[config.mk]
export PLATFORM = sky130hd
export DESIGN_NAME = fuse_key_loader
export DESIGN_NICKNAME = d
export VERILOG_FILES = /design/src/rtl/fuse_key_loader.sv
export SDC_FILE = /design/constraint.sdc
export NUM_CORES = 1
export LEC_CHECK = 0
export ABC_AREA = 1
export CAP_MARGIN = 20
export CORE_ASPECT_RATIO = 1.4
export CORE_MARGIN = 2
export CORE_UTILIZATION = 29
export DETAILED_ROUTE_END_ITERATION = 8
export PLACE_DENSITY = 0.56
export SLEW_MARGIN = 15
export SYNTH_ARGS = -nofsm -noshare
export SYNTH_HDL_FRONTEND = slang
export SYNTH_SLANG_ARGS = --single-unit
[constraint.sdc]
create_clock -name clk_i -period 13.7 [get_ports clk_i]
set_input_delay 2.74 -clock clk_i [delete_from_list [all_inputs] [get_ports clk_i]]
set_output_delay 2.74 -clock clk_i [all_outputs]
set_load 0.02 [all_outputs]
[src/rtl/fuse_key_loader.sv]
// Fuse key loader: reads a contiguous run of 32-bit fuse words and assembles
// them into one wide key register, reporting done/error and holding the key.
module fuse_key_loader #(
  parameter int MAX_WORDS = 8,
  parameter int FUSE_SIZE = 100,
  parameter int CW        = $clog2(MAX_WORDS + 1)
) (
  input  logic                    clk_i,
  input  logic                    rst_i,
  input  logic                    start_i,
  input  logic [31:0]             base_addr_i,
  input  logic [CW-1:0]           num_words_i,
  input  logic                    clear_i,
  output logic                    busy_o,
  output logic                    done_o,
  output logic                    err_o,
  output logic                    key_valid_o,
  output logic [MAX_WORDS*32-1:0] key_o,
  output logic                    fuse_req_o,
  output logic [31:0]             fuse_addr_o,
  input  logic [31:0]             fuse_rdata_i
);

  typedef enum logic [1:0] {
    IDLE = 2'd0,
    READ = 2'd1,
    DONE = 2'd2
  } state_e;

  state_e                  state_q, state_d;
  logic [31:0]             base_q, base_d;
  logic [CW-1:0]           num_q, num_d;
  logic [CW-1:0]           req_cnt_q, req_cnt_d;
  logic                    cap_valid_q, cap_valid_d;
  logic [CW-1:0]           cap_idx_q, cap_idx_d;
  logic [MAX_WORDS*32-1:0] key_q, key_d;
  logic                    key_valid_q, key_valid_d;
  logic                    err_q, err_d;

  logic [32:0]             end_addr;
  logic                    range_err;
  logic                    req_active;
  logic                    last_capture;

  // End address is formed at 33 bits so a huge base cannot wrap into range.
  assign end_addr  = {1'b0, base_addr_i} + {{(33-CW){1'b0}}, num_words_i};
  assign range_err = (num_words_i == '0) ||
                     (num_words_i > CW'(MAX_WORDS)) ||
                     (end_addr > 33'(FUSE_SIZE));

  assign req_active   = (state_q == READ) && (req_cnt_q < num_q);
  assign last_capture = cap_valid_q && (cap_idx_q == num_q - CW'(1));

  assign busy_o      = (state_q != IDLE);
  assign done_o      = (state_q == DONE);
  assign err_o       = err_q;
  assign key_valid_o = key_valid_q;
  assign key_o       = key_q;
  assign fuse_req_o  = req_active;
  assign fuse_addr_o = req_active ? (base_q + {{(32-CW){1'b0}}, req_cnt_q}) : 32'd0;

  always_comb begin
    state_d     = state_q;
    base_d      = base_q;
    num_d       = num_q;
    req_cnt_d   = req_cnt_q;
    cap_valid_d = req_active;
    cap_idx_d   = req_cnt_q;
    key_d       = key_q;
    key_valid_d = key_valid_q;
    err_d       = err_q;

    case (state_q)
      IDLE: begin
        if (start_i) begin
          base_d      = base_addr_i;
          num_d       = num_words_i;
          req_cnt_d   = '0;
          key_d       = '0;
          key_valid_d = 1'b0;
          err_d       = range_err;
          state_d     = range_err ? DONE : READ;
        end
      end
      READ: begin
        if (req_active) begin
          req_cnt_d = req_cnt_q + CW'(1);
        end
        // Read data arrives one cycle after its request, tagged by cap_idx_q.
        for (int j = 0; j < MAX_WORDS; j++) begin
          if (cap_valid_q && (cap_idx_q == CW'(j))) begin
            key_d[32*j +: 32] = fuse_rdata_i;
          end
        end
        if (last_capture) begin
          key_valid_d = 1'b1;
          state_d     = DONE;
        end
      end
      DONE: begin
        state_d = IDLE;
      end
      default: begin
        state_d = IDLE;
      end
    endcase

    // Clear overrides everything, including a start in the same cycle.
    if (clear_i) begin
      state_d     = IDLE;
      req_cnt_d   = '0;
      cap_valid_d = 1'b0;
      key_d       = '0;
      key_valid_d = 1'b0;
      err_d       = 1'b0;
    end
  end

  always_ff @(posedge clk_i or posedge rst_i) begin
    if (rst_i) begin
      state_q     <= IDLE;
      base_q      <= '0;
      num_q       <= '0;
      req_cnt_q   <= '0;
      cap_valid_q <= 1'b0;
      cap_idx_q   <= '0;
      key_q       <= '0;
      key_valid_q <= 1'b0;
      err_q       <= 1'b0;
    end else begin
      state_q     <= state_d;
      base_q      <= base_d;
      num_q       <= num_d;
      req_cnt_q   <= req_cnt_d;
      cap_valid_q <= cap_valid_d;
      cap_idx_q   <= cap_idx_d;
      key_q       <= key_d;
      key_valid_q <= key_valid_d;
      err_q       <= err_d;
    end
  end

endmodule

# --- After elaboration in Yosys (flattened, before gate mapping) ---
# Cells that the tools add are included.
totals:
  input_bits: 72
  elab_cells: 105
  ff_bits: 305
  output_inout_bits: 293
op_classes:
  reduce_logical: 32
  n_lt_le_gt_ge: 3
  add_sub_neg: 4
  n_eq_ne: 21
  n_mux: 29
op_table:
  columns: ["cell", "count"]
  rows:
  - ["$mux 256", 2]
  - ["$pmux 256 s2", 1]
  - ["$mux 32", 9]
  - ["$add 32x4->33", 1]
  - ["$gt 33x7->1 const B", 1]
  - ["$add 32x4->32", 1]
  - ["$reduce_and 3->1", 10]
  - ["$ne 3x2->1 const B", 8]
  - ["$eq 4x3->1 const B", 4]
  - ["$mux 4", 3]
  - ["$logic_and 1x1->1", 10]
  - ["$ne 3x3->1 const B", 3]
  - ["$eq 4x2->1 const B", 2]
  - ["$logic_not 4->1", 2]
  - ["$mux 2", 4]
  - ["$pmux 4 s2", 1]
  - ["$mux 1", 7]
  - ["$reduce_and 2->1", 3]
  - ["$reduce_bool 2->1", 3]
  - ["$add 4x1->4 const B", 1]
  - ["$eq 4x1->1 const B", 1]
  - ["$eq 4x4->1", 1]
  - ["$gt 4x4->1 const B", 1]
  - ["$lt 4x4->1", 1]
  - ["8 further kinds", 9]

# --- Longest topological paths before layout ---
logic_depth:
  depth_word: 7
  mapped_depth: 18
  ltp_nobuf: 18

# --- Least setup slack after synthesis ---
# No wires, ideal clock.
synth_timing:
  kind: "register to output"
  startpoint: "reg req_cnt_q[0], in the netlist cap_idx_d[0]"
  endpoint: "out fuse_addr_o[28]"
  required_time_ps: 10960
  path_buffers: 0
  slack_ps: 8780
  t_arrival_ps: 2180
  path_stages_with_launch: 14
  path_cell_list: "dfrtp_1 -> ha_1 -> fa_1 -> nand3_1 -> nand2_1 -> nand2_1 -> nor2_2 -> nand2_1 -> nor2_2 -> nand2_1 -> inv_1 -> nand3_2 -> nor3_1 -> nor3_1"
synth_between:
  elab_chain_len: 3
  elab_cells_between_ends: 4
  cone_classes: "1 x add/sub; 1 x order compare; 1 x mux; 1 x reduce/logical"
synth_lines:
  columns: ["element", "line", "rtl"]
  rows:
  - ["from (decl)", "33", "logic [CW-1:0] req_cnt_q, req_cnt_d;"]
  - ["from (signal assigned)", "134", "req_cnt_q <= req_cnt_d;"]
  - ["parallel branches: the longest is 2 deep, another holds $add 32x4->32", null, null]
  - ["$mux 32 *", "60", "assign fuse_addr_o = req_active ? (base_q + {{(32-CW){1'b0}}, req_cnt_q}) : 32'd0;"]
  - ["to (decl)", "20", "output logic [31:0] fuse_addr_o,"]
# Every way passes the cells marked *.

# --- Final worst setup path ---
layout_timing:
  startpoint: "reg req_cnt_q[1], in the netlist cap_idx_d[1]"
  endpoint: "out fuse_addr_o[9]"
# The elaborated chain is that of the path after synthesis.

==> results.md <==
- RSZ-0062 raised after global routing: no
- Setup violators final: 0
- FF-to-FF End: key_o[10]$_DFFE_PP0P_
- Post-CTS Setup Repair Bufs: 0
- Quantity of gates resized following cts: 0
- Die area: a little under 50,000 µm²
- Average wire length per cell after detail routing: roughly 18 µm
- Net switching share of the total power: 0.262
- Clock Power Share: 0.413
- TritonCTS Buffers: 30
- Global-route total usage across every layer: 0.191
- Overflow left after global routing: 0
- Initial cell density of the core: 0.292
- Hold worst-path end: cap_idx_q[2]$_DFF_PP0_
- Number of global-route vias before repair: roughly 12,000
- Horizontal die dimension: between 150 and 200 µm
- Leakage power total: 8.27 nW
- Post-Route WL: around 48 mm
- Dominant register cell in the synthesized netlist: sky130_fd_sc_hd__dfrtp_1
- Number of fill cells: approximately 4,800
- Via total after detailed routing: between 10,000 and 15,000
- Kind of critical path: reg -> out
- Cell taking the most area after synthesis: sky130_fd_sc_hd__dfrtp_1
- Clock tree skew after final layout: around 0.02 ns
- Net count after synthesis: around 1,700
- Distinct cells, synth: 37
- Outcome: completed
- Gate count after technology mapping: 1,612
- EDFF count, synth: 0
- First-pass GRT wire length: around 72 mm
- Max H-tree Level: 1
- Power share of the sequential group: 0.476
- Final core area utilization: 0.403
- Number of hold-slack violations in the final timing report: 0
- Slowest library cell on the worst path: sky130_fd_sc_hd__clkdlybuf4s50_1
- Relative contribution of combinational cells to total power: 0.112
- Via-per-instance ratio: approximately 4.7
- Setup total negative slack: 0 ns
- Clock slew at the register clock pins of the worst setup and hold paths: roughly 0.060 ns
- R2R Path Start: state_q[0]$_DFFE_PP0P_
- Startpoint of the most critical setup path: cap_idx_d[1]$_DFFE_PP0P_
- Number of synthesized register bits: between 300 and 400
- Buffer cell driving the clock tree root: sky130_fd_sc_hd__clkbuf_16
- FFs w/ async S/R, synth: 1.00
- Instance count along the most critical hold path: 0
- Largest driver fanout on the critical path: 21
- Register cell area after layout: around 7600 µm²
- Area share of the leading cell type in the synthesized netlist: 0.558
- Internal power of the cells: ~1.5 mW
- Clock insertion delay at the later pin of the skew report: approximately 0.57 ns
- Length of the first detailed-routing pass in iterations: 5
- Core footprint: about 47,000 µm²
- Row Count: between 90 and 100
- Type of the tightest min-delay check: reg -> reg
- Critical path launch point type: flip-flop
- Layout overhead on the synthesized area: 38.0%
- Number of DRC markers in iteration 0: roughly 740
- Maximum number of pins on one net before global-route repair: 174
- Register area share after synthesis: 0.558
- I/O pin count: about 370
- Highest-count cells in the layout ignoring fill and taps: sky130_fd_sc_hd__nand2_1, sky130_fd_sc_hd__clkdlybuf4s50_1, sky130_fd_sc_hd__dfrtp_1, sky130_fd_sc_hd__o21ai_0, sky130_fd_sc_hd__nor2_1
- Post-route ant nets: 0
- Ordered cell list for the critical path: ha_1 > o21ai_0 > nand2_1 > a21o_1 > a21oi_1 > nand2_1 > buf_4 > inv_1 > o21ai_0 > nor2_1 > clkdlybuf4s50_1
- Number of diodes added for antenna fixing: 0
- Beginning of the worst hold path: cap_idx_d[2]$_DFFE_PP0P_
- Syn avg cell area: around 8.5 µm²
- Largest stage delay on the critical path: between 0.6 and 0.7 ns
- Post-detailed-route DRC marker count: 0
- Total half-perimeter wirelength after legalization and detailed placement: about 35 mm
- Worst Reg-to-Reg Cells: 7
- Worst rel slew slack: 0.364
- Commonest non-fill, non-tap cell in the layout: sky130_fd_sc_hd__nand2_1
- Slew Limit Fails: 0
- Number of nets at the end of the flow: about 2,000
- Worst EP arrival: between 3 and 4 ns
- Achievable frequency: about 0.15 GHz
- Slew at the pin closest to its max-slew limit: 0.954 ns
- Reg2reg setup slack: ~11 ns
- Buffer levels on the longest clock path: 3
- Area taken by multi-input logic gates: roughly 5300 µm²
- Clock tree from TritonCTS: yes
- Maximum ir drop on the vdd rail: around 96 µV
- PortBufs: 364
- Power density normalized to cell area: ~110 nW/µm²
- Placer congestion estimate: 0.981
- Leading post-synthesis cells by cell area: sky130_fd_sc_hd__dfrtp_1, sky130_fd_sc_hd__nand2_1, sky130_fd_sc_hd__o21ai_0
- Netlist area before placement: 13,700 µm²
- Initial antenna violation count: 1
- Number of maximum-capacitance violations: 0
- Share of final-layout standard cells stronger than drive strength 1: 0.0566
- Hold buffers post-CTS: 0
- Endpoint required time on the critical path: roughly 11 ns
- Height of the die: between 200 and 300 µm
- Sink Count: ~310
- Number of warnings issued by yosys: 0
- Share of the clock period used by the worst path after layout: 0.483
- Pwr Total: 1.99 mW
- Total net switching power: 0.521 mW
- Minimum clock period after layout: ~6.6 ns
- Kind of capture point of the worst setup path: output port
-- metrics by stage --
stage	setup WS, ns	cells	hold slack [ns]	area (µm²)
after global routing	6.92	2602	0.457	18900
after CTS	7.10	2602	0.444	18900
final	7.09	2602	0.445	18900
after floorplan	2.53	1612	0.401	13700
after detailed placement	7.73	2549	0.430	17900
after global placement	7.75	2549	0.425	17900
-- worst max-delay path: cells and delay by family (launching register included) --
| kind | cells | cell delay, ns |
|---|---|---|
| compound gates | 4 | 0.65 |
| flops | 1 | 0.45 |
| simple gates | 3 | 0.46 |
| buf+inv | 3 | 1.46 |
| fa+ha+maj | 1 | 0.29 |
-- flip-flops by register name, summed over array words and instances (netlist names) --
signal       flops
key_o          256
key_valid_o      1
cap_idx_d        4
state_q          2
num_q            4
base_q          32
cap_valid_q      1
cap_idx_q        4
err_o            1
-- routing by layer --
layer  global-route usage  vias up  wire [µm]
met5                    0        -         13
met4               0.0792        2       2070
met3               0.0324       99       3240
met2                0.338      481      23400
li1                     -     5907          -
met1                0.230     5753      19000
-- synth_stat cells (2+ instances only) --
cell,instances
sky130_fd_sc_hd__o21ai_0,247
sky130_fd_sc_hd__ha_1,13
sky130_fd_sc_hd__clkbuf_2,11
sky130_fd_sc_hd__buf_4,12
sky130_fd_sc_hd__nand2_1,494
sky130_fd_sc_hd__xor2_1,11
sky130_fd_sc_hd__buf_1,2
sky130_fd_sc_hd__inv_1,99
sky130_fd_sc_hd__inv_2,5
sky130_fd_sc_hd__clkbuf_1,14
sky130_fd_sc_hd__a21oi_1,51
sky130_fd_sc_hd__a31oi_1,2
sky130_fd_sc_hd__or2_1,3
sky130_fd_sc_hd__dfrtp_1,305
sky130_fd_sc_hd__nand2_2,12
sky130_fd_sc_hd__o21ai_1,26
sky130_fd_sc_hd__nand4_1,11
sky130_fd_sc_hd__nor2_2,14
sky130_fd_sc_hd__a21oi_2,2
sky130_fd_sc_hd__buf_2,24
sky130_fd_sc_hd__nand3_2,4
sky130_fd_sc_hd__nand3b_1,7
sky130_fd_sc_hd__nor4_1,2
sky130_fd_sc_hd__nor2_1,138
sky130_fd_sc_hd__nand3_1,52
sky130_fd_sc_hd__nor3_1,25
sky130_fd_sc_hd__nor2_4,10
sky130_fd_sc_hd__fa_1,2
sky130_fd_sc_hd__nor3_2,3
sky130_fd_sc_hd__xnor2_1,4
-- how the worst max path moves through the flow --
stage	endpoint	slack, ns	depth (start not counted)
after floorplan	base_q[0]$_DFFE_PP0P_	2.53	1
after global placement	fuse_addr_o[9]	7.75	11
after detailed placement	fuse_addr_o[9]	7.73	11
after CTS	fuse_addr_o[9]	7.10	11
after global routing	fuse_addr_o[9]	6.92	11
final	fuse_addr_o[9]	7.09	11
-- cells by family (layout without fill, tap and decap cells) --
group | after synthesis | after routing | share of synthesized area
AND/OR/NAND/NOR | 778 | 778 | 0.240
AO/OA/AOI/OAI | 332 | 332 | 0.124
adder cells (fa/ha/maj) | 15 | 15 | 0.0148
flip-flops | 305 | 305 | 0.558
buffers and inverters | 167 | 533 | 0.0524
XOR/XNOR | 15 | 15 | 0.00961
-- power groups by stage --
stage                     combinational, mW  sequential (mW)  clock (mW)
final                                 0.222            0.946       0.820
after global routing                  0.246            0.949       0.878
after CTS                             0.225            0.945       0.844
after detailed placement              0.223            0.962           0
after global placement                0.222            0.962           0
after floorplan                       0.121            0.971           0
-- cell type report --
type,count,share of cell area
sequential,305,0.405
multi-input combinational,1140,0.283
timing repair buffer,376,0.199
clock buffer,42,0.0448
tap,624,0.0414
inverter,104,0.0211
clock inverter,11,0.00696
Note: power is estimated with default switching activity, not from simulation.
